<file path="config.mk">
export PLATFORM = sky130hd
export DESIGN_NAME = plab4_net_router_input_ctrl_flat
export DESIGN_NICKNAME = d
export VERILOG_FILES = /design/src/rtl/plab4_net_router_pkg.sv /design/src/rtl/plab4_net_router_input_ctrl_if.sv /design/src/rtl/plab4_net_router_input_queue_ctrl.sv /design/src/rtl/plab4_net_router_input_ctrl.sv /design/src/flat_wrapper.sv
export SDC_FILE = /design/constraint.sdc
export NUM_CORES = 1
export LEC_CHECK = 0
export CAP_MARGIN = 25
export CORE_AREA = 2 2 39 41
export DETAILED_ROUTE_END_ITERATION = 8
export DIE_AREA = 0 0 41 43
export PLACE_DENSITY_LB_ADDON = 0.05
export SKIP_CTS_REPAIR_TIMING = 1
export SYNTH_ARGS = -nofsm -noshare
export SYNTH_HDL_FRONTEND = slang
export SYNTH_SLANG_ARGS = --single-unit
</file>
<file path="constraint.sdc">
create_clock -name clk -period 4 [get_ports clk]
set_input_delay 0.4 -clock clk [delete_from_list [all_inputs] [get_ports clk]]
set_output_delay 0.4 -clock clk [all_outputs]
set_load 0.01 [all_outputs]
</file>
<file path="src/rtl/plab4_net_router_pkg.sv">
// Shared ring-router definitions: output port indices, one-hot request
// encodings and the route function used by input ctrl, datapath and output ctrl.
package plab4_net_router_pkg;

  localparam int PORT_WEST = 0;
  localparam int PORT_TERM = 1;
  localparam int PORT_EAST = 2;
  localparam int NUM_PORTS = 3;

  localparam logic [NUM_PORTS-1:0] REQ_NONE = 3'b000;
  localparam logic [NUM_PORTS-1:0] REQ_WEST = 3'b001;
  localparam logic [NUM_PORTS-1:0] REQ_TERM = 3'b010;
  localparam logic [NUM_PORTS-1:0] REQ_EAST = 3'b100;

  // Distance is taken mod num_routers (a power of two); a tie at exactly
  // half the ring goes east.
  function automatic logic [NUM_PORTS-1:0] route(
    input logic [31:0] dest,
    input logic [31:0] router_id,
    input logic [31:0] num_routers
  );
    logic [31:0] d;
    d = (dest - router_id) & (num_routers - 32'd1);
    if (d == 32'd0)
      route = REQ_TERM;
    else if (d <= (num_routers >> 1))
      route = REQ_EAST;
    else
      route = REQ_WEST;
  endfunction

endpackage

</file>
<file path="src/rtl/plab4_net_router_input_ctrl_if.sv">
// Handshake bundle between a router input port control and its environment:
// input channel, output-ctrl requests/grants and datapath FIFO strobes.
interface plab4_net_router_input_ctrl_if
  import plab4_net_router_pkg::*;
#(
  parameter int p_dest_nbits  = 3,
  parameter int p_count_nbits = 2
);

  logic                     in_val;
  logic                     in_rdy;
  logic [p_dest_nbits-1:0]  in_dest;
  logic [NUM_PORTS-1:0]     reqs;
  logic [NUM_PORTS-1:0]     grants;
  logic                     enq_en;
  logic                     deq_en;
  logic [p_count_nbits-1:0] count;

  modport master (
    output in_val, in_dest, grants,
    input  in_rdy, reqs, enq_en, deq_en, count
  );

  modport slave (
    input  in_val, in_dest, grants,
    output in_rdy, reqs, enq_en, deq_en, count
  );

endinterface

</file>
<file path="src/rtl/plab4_net_router_input_queue_ctrl.sv">
// Pointer/occupancy control for a small circular queue; generates the enq/deq
// strobes that drive both the dest storage and the datapath payload FIFO.
module plab4_net_router_input_queue_ctrl #(
  parameter  int p_num_entries = 2,
  localparam int PTR_NBITS     = $clog2(p_num_entries),
  localparam int CNT_NBITS     = $clog2(p_num_entries) + 1
) (
  input  logic                 clk,
  input  logic                 reset,
  input  logic                 enq_val,
  input  logic                 deq_req,
  input  logic                 bypass_ok,
  output logic                 enq_rdy,
  output logic                 enq_en,
  output logic                 deq_en,
  output logic [PTR_NBITS-1:0] wr_ptr,
  output logic [PTR_NBITS-1:0] rd_ptr,
  output logic [CNT_NBITS-1:0] count,
  output logic                 empty
);

  localparam logic [PTR_NBITS-1:0] LAST_PTR = PTR_NBITS'(p_num_entries - 1);
  localparam logic [CNT_NBITS-1:0] FULL_CNT = CNT_NBITS'(p_num_entries);

  logic [PTR_NBITS-1:0] wr_ptr_reg, wr_ptr_next;
  logic [PTR_NBITS-1:0] rd_ptr_reg, rd_ptr_next;
  logic [CNT_NBITS-1:0] count_reg, count_next;
  logic                 full;

  assign full  = (count_reg == FULL_CNT);
  assign empty = (count_reg == '0);

  // Readiness ignores grants on purpose: a full queue stays closed even when
  // its head is leaving this cycle.
  assign enq_rdy = reset & ~full;
  assign enq_en  = enq_val & enq_rdy;
  assign deq_en  = deq_req & (~empty | (bypass_ok & enq_en));

  always_comb begin
    wr_ptr_next = wr_ptr_reg;
    rd_ptr_next = rd_ptr_reg;
    count_next  = count_reg;
    if (enq_en)
      wr_ptr_next = (wr_ptr_reg == LAST_PTR) ? '0 : wr_ptr_reg + PTR_NBITS'(1);
    if (deq_en)
      rd_ptr_next = (rd_ptr_reg == LAST_PTR) ? '0 : rd_ptr_reg + PTR_NBITS'(1);
    case ({enq_en, deq_en})
      2'b10:   count_next = count_reg + CNT_NBITS'(1);
      2'b01:   count_next = count_reg - CNT_NBITS'(1);
      default: count_next = count_reg;
    endcase
  end

  always_ff @(posedge clk or negedge reset) begin
    if (!reset) begin
      wr_ptr_reg <= '0;
      rd_ptr_reg <= '0;
      count_reg  <= '0;
    end else begin
      wr_ptr_reg <= wr_ptr_next;
      rd_ptr_reg <= rd_ptr_next;
      count_reg  <= count_next;
    end
  end

  assign wr_ptr = wr_ptr_reg;
  assign rd_ptr = rd_ptr_reg;
  assign count  = count_reg;

endmodule

</file>
<file path="src/rtl/plab4_net_router_input_ctrl.sv">
// Ring-router input port control: dest FIFO, head routing and grant-driven dequeue.
// Optional same-cycle bypass of an empty queue: define PLAB4_NET_ROUTER_INPUT_BYPASS_EN.
module plab4_net_router_input_ctrl
  import plab4_net_router_pkg::*;
#(
  parameter int p_router_id   = 0,
  parameter int p_num_routers = 8,
  parameter int p_num_entries = 2,
  parameter int p_dest_nbits  = 3
) (
  input  logic                          clk,
  input  logic                          reset,
  plab4_net_router_input_ctrl_if.slave  bus
);

  localparam int PTR_NBITS = $clog2(p_num_entries);
  localparam int CNT_NBITS = $clog2(p_num_entries) + 1;
  localparam logic [p_dest_nbits:0] NUM_ROUTERS_W = (p_dest_nbits + 1)'(p_num_routers);

  logic [PTR_NBITS-1:0]    wr_ptr;
  logic [PTR_NBITS-1:0]    rd_ptr;
  logic [CNT_NBITS-1:0]    count;
  logic                    empty;
  logic                    in_rdy;
  logic                    enq_en;
  logic                    deq_en;
  logic                    deq_req;
  logic                    bypass_ok;
  logic                    req_valid;
  logic [p_dest_nbits-1:0] head_dest;
  logic [p_dest_nbits-1:0] route_dest;
  logic [NUM_PORTS-1:0]    reqs;
  logic [NUM_PORTS-1:0]    granted;

  logic [p_dest_nbits-1:0] dest_mem [p_num_entries];

  plab4_net_router_input_queue_ctrl #(
    .p_num_entries (p_num_entries)
  ) queue_ctrl (
    .clk       (clk),
    .reset     (reset),
    .enq_val   (bus.in_val),
    .deq_req   (deq_req),
    .bypass_ok (bypass_ok),
    .enq_rdy   (in_rdy),
    .enq_en    (enq_en),
    .deq_en    (deq_en),
    .wr_ptr    (wr_ptr),
    .rd_ptr    (rd_ptr),
    .count     (count),
    .empty     (empty)
  );

  always_ff @(posedge clk) begin
    if (enq_en)
      dest_mem[wr_ptr] <= bus.in_dest;
  end

  assign head_dest = dest_mem[rd_ptr];

`ifdef PLAB4_NET_ROUTER_INPUT_BYPASS_EN
  // An empty queue routes the arriving message directly; if granted, the
  // entry is written and retired in the same cycle so count stays at zero.
  assign bypass_ok  = 1'b1;
  assign req_valid  = ~empty | bus.in_val;
  assign route_dest = empty ? bus.in_dest : head_dest;
`else
  assign bypass_ok  = 1'b0;
  assign req_valid  = ~empty;
  assign route_dest = head_dest;
`endif

  always_comb begin
    reqs = REQ_NONE;
    if (reset && req_valid)
      reqs = route(32'(route_dest), 32'(p_router_id), 32'(p_num_routers));
  end

  // Only a grant on the port actually being requested retires the head.
  generate
    for (genvar gi = 0; gi < NUM_PORTS; gi++) begin : g_match
      assign granted[gi] = bus.grants[gi] & reqs[gi];
    end
  endgenerate

  assign deq_req = |granted;

  assign bus.in_rdy = in_rdy;
  assign bus.reqs   = reqs;
  assign bus.enq_en = enq_en;
  assign bus.deq_en = deq_en;
  assign bus.count  = count;

  dest_in_range: assert property (
    @(posedge clk) disable iff (!reset)
    bus.in_val |-> ({1'b0, bus.in_dest} < NUM_ROUTERS_W)
  );

endmodule

</file>
<file path="src/flat_wrapper.sv">
// flat-port wrapper written by rule: the top's interface ports become plain ports
module plab4_net_router_input_ctrl_flat import plab4_net_router_pkg::*;
#(
  parameter int p_router_id   = 0,
  parameter int p_num_routers = 8,
  parameter int p_num_entries = 2,
  parameter int p_dest_nbits  = 3
)
  (clk, reset, bus_in_val, bus_in_dest, bus_grants, bus_in_rdy, bus_reqs, bus_enq_en, bus_deq_en, bus_count);
  plab4_net_router_input_ctrl_if #(.p_dest_nbits(p_dest_nbits)) bus_i ();
  input  logic clk;
  input  logic reset;
  input wire logic [$bits(bus_i.in_val)-1:0] bus_in_val;
  input wire logic [$bits(bus_i.in_dest)-1:0] bus_in_dest;
  input wire logic [$bits(bus_i.grants)-1:0] bus_grants;
  output wire logic [$bits(bus_i.in_rdy)-1:0] bus_in_rdy;
  output wire logic [$bits(bus_i.reqs)-1:0] bus_reqs;
  output wire logic [$bits(bus_i.enq_en)-1:0] bus_enq_en;
  output wire logic [$bits(bus_i.deq_en)-1:0] bus_deq_en;
  output wire logic [$bits(bus_i.count)-1:0] bus_count;
  assign bus_i.in_val = bus_in_val;
  assign bus_i.in_dest = bus_in_dest;
  assign bus_i.grants = bus_grants;
  assign bus_in_rdy = bus_i.in_rdy;
  assign bus_reqs = bus_i.reqs;
  assign bus_enq_en = bus_i.enq_en;
  assign bus_deq_en = bus_i.deq_en;
  assign bus_count = bus_i.count;
  plab4_net_router_input_ctrl #(.p_router_id(p_router_id), .p_num_routers(p_num_routers), .p_num_entries(p_num_entries), .p_dest_nbits(p_dest_nbits)) u_core (.clk(clk), .reset(reset), .bus(bus_i));
endmodule
</file>
==> flow_summary.ini <==
[status]
status = complete, no violations

[route]
wl_met3_um = 56
drt-met1-wl_um = 356
ant_nets = 0
drt-initial-drc-count = 5
viasPerCell = 4.836
finalWirelength_um = 942
wl_per_cell_um = 12.90
vias = 353
route.detailed.drc = 0
routed.top_layer = met4
first_pass_iters = 4
wl_met2_um = 500

[cells_and_area]
diodes = 0
nets = 70
final_common_cell = clkdlybuf4s50_1
largest_register_ff_count = 6
final_cell_mix = clkdlybuf4s50_1, edfxtp_1, xnor2_1, dfrtp_1
area_growth_pct = 41.67
drive_gt1_frac = 0.1228

[yosys]
ys_ff_latch = 10
syn-num-nets = 49
ys_seq_area_frac = 0.5657
synth_cells = 37
yosys.cell_types.count = 18
syn_area_per_cell_um2 = 13.39
netlist_area_um2 = 495.5
ys_warn_count = 0

[floorplanning]
core_area_mm2 = 0.001384
fp.dieW_um = 41
dieArea_mm2 = 0.001763
rows = 14
io_pins = 17
initial_core_util = 0.3580
chipHeight_um = 43

[grt]
antenna_found_initial = 0
overflow = 0
grt_util_all_layers = 0.1377
grt_pass1_wl_um = 1587
grt_pass1_vias = 392
grt_max_degree = 8

[clock_tree]
cts.sinks = 10
ctsRootBufferMaster = clkbuf_4
cts_buffers = 3
tritoncts = yes
clock_latency_ns = 0.26
clk_path_buf_depth = 2
clk_pin_slew_ns = 0.07
htreeDepth = 1

[critical_path]
worst-endpoint-arrival_ns = 2.29
crit_type = reg -> out
crit_fanout = 5
cp-start-kind = flip-flop
cp-end-kind = output pin
critPathBufInv = 2
max_stage_delay_ns = 0.48
required_ns = 3.60
critPathTopFamily = buffers and inverters
crit_path_cell_trace = mux2i_1, inv_1, ha_1, a222oi_1, and2b_4, clkdlybuf4s50_1
worst_path_max_delay_cell = clkdlybuf4s50_1

[power]
p_leak_uw = 0.0002809
p_int_uw = 291.1
cellPowerDensity_mw_per_mm2 = 623.0
power.total_uw = 437.3
switching_share = 0.3344
p_seq_frac = 0.395
power.switching_uw = 146.2
ir_worst_vdd_mv = 0.3727
pwr-share-clk = 0.162
p_comb_frac = 0.442

[timing]
skew_ns = 0.001861
period_share = 0.6719
slew-limit-headroom = 0.7953
setup_violations = 0
fmax_mhz = 372.1
tns_ns = 0
max_slew.worst_pin.slew_ns = 0.3061
drv_slew = 0
hold_viol_final = 0
min_period_ns = 2.687
rsz0062_at_grt = false

[min_path]
hold_class = in -> async

[placement]
port_buffers = 16
place.gp.congestion = 0.6127

[job]
cap_violations = 0
[cell families after synthesis]
logic type,Yosys count,share of synthesized area
flip-flops,10,0.5657
AO/OA/AOI/OAI,6,0.1111
multiplexers,1,0.02020
XOR/XNOR,5,0.1035
buffers and inverters,3,0.02273
adder cells (fa/ha/maj),3,0.07577
AND/OR/NAND/NOR,9,0.1010
[synthesized netlist by cell type]
cell type / instances / share of area
o21a_1: 1 / 0.015
and2_1: 3 / 0.038
ha_1: 3 / 0.076
a222oi_1: 1 / 0.020
o31a_1: 1 / 0.018
o211ai_2: 1 / 0.025
and2b_4: 1 / 0.020
xor2_2: 1 / 0.033
nand2_1: 1 / 0.0076
nor2_1: 3 / 0.023
edfxtp_1: 6 / 0.36
mux2i_1: 1 / 0.020
dfrtp_1: 4 / 0.20
o31ai_1: 1 / 0.015
and3_1: 1 / 0.013
xnor2_1: 4 / 0.071
o21a_2: 1 / 0.018
inv_1: 3 / 0.023
[cell type report]
class	count	area (µm²)
clock buffer	3	22.52
multi-input combinational	24	203.9
tap	16	20.02
sequential	10	280.3
inverter	3	11.26
clock inverter	1	3.754
fill	127	681.9
timing repair buffer	16	160.2
[path summary, 6_finish.rpt]
path,slack [ns],cells past startpoint,end,startpoint
max in group asynchronous,3.39,1,u_core.queue_ctrl.wr_ptr,reset
min in group clk,0.50,1,u_core.queue_ctrl.wr_ptr,u_core.queue_ctrl.wr_ptr
worst min register to register,0.50,1,u_core.queue_ctrl.wr_ptr,u_core.queue_ctrl.wr_ptr
worst min-delay path,0.38,1,u_core.queue_ctrl.count[0],reset
worst max register to register,1.78,8,u_core.queue_ctrl.count[1],u_core.queue_ctrl.rd_ptr
worst max-delay path,1.31,6,bus_deq_en,u_core.queue_ctrl.rd_ptr
[through the flow]
| step | hold WS (ns) | util | cell area (µm²) | worst slack, ns | std cells |
|---|---|---|---|---|---|
| global placement | 0.4845 | 0.4882 | 675.6 | 1.624 | 69 |
| CTS | 0.3826 | 0.5072 | 701.9 | 1.285 | 73 |
| detailed placement | 0.5013 | 0.4882 | 675.6 | 1.585 | 69 |
| global route | 0.4087 | 0.5072 | 701.9 | 1.207 | 73 |
| floorplan | 0.1044 | - | 495.5 | 1.931 | 37 |
| finish | 0.3842 | 0.5072 | 701.9 | 1.313 | 73 |
[metal layers]
metal	track usage	vias up
li1	-	171
met1	0.1389	161
met2	0.2281	16
met3	0.03141	5
met4	0.1000	0
met5	0	-
[worst reg2reg max path, stage by stage, from the launching register on]
cell      delay (ns)
dfrtp_1         0.47
mux2i_1         0.27
inv_1           0.07
ha_1            0.21
a222oi_1        0.28
and2b_4         0.25
ha_1            0.32
nor2_1          0.14
xnor2_1         0.13
[power by group through the flow]
| stage | combinational, µW | clock (µW) | sequential [µW] |
|---|---|---|---|
| floorplan | 112 | 0 | 174 |
| global placement | 188 | 0 | 174 |
| detailed placement | 193 | 0 | 176 |
| CTS | 196 | 73.1 | 174 |
| global route | 214 | 75.6 | 178 |
| finish | 193 | 71.0 | 173 |
Power figures use the tool's default switching activity.
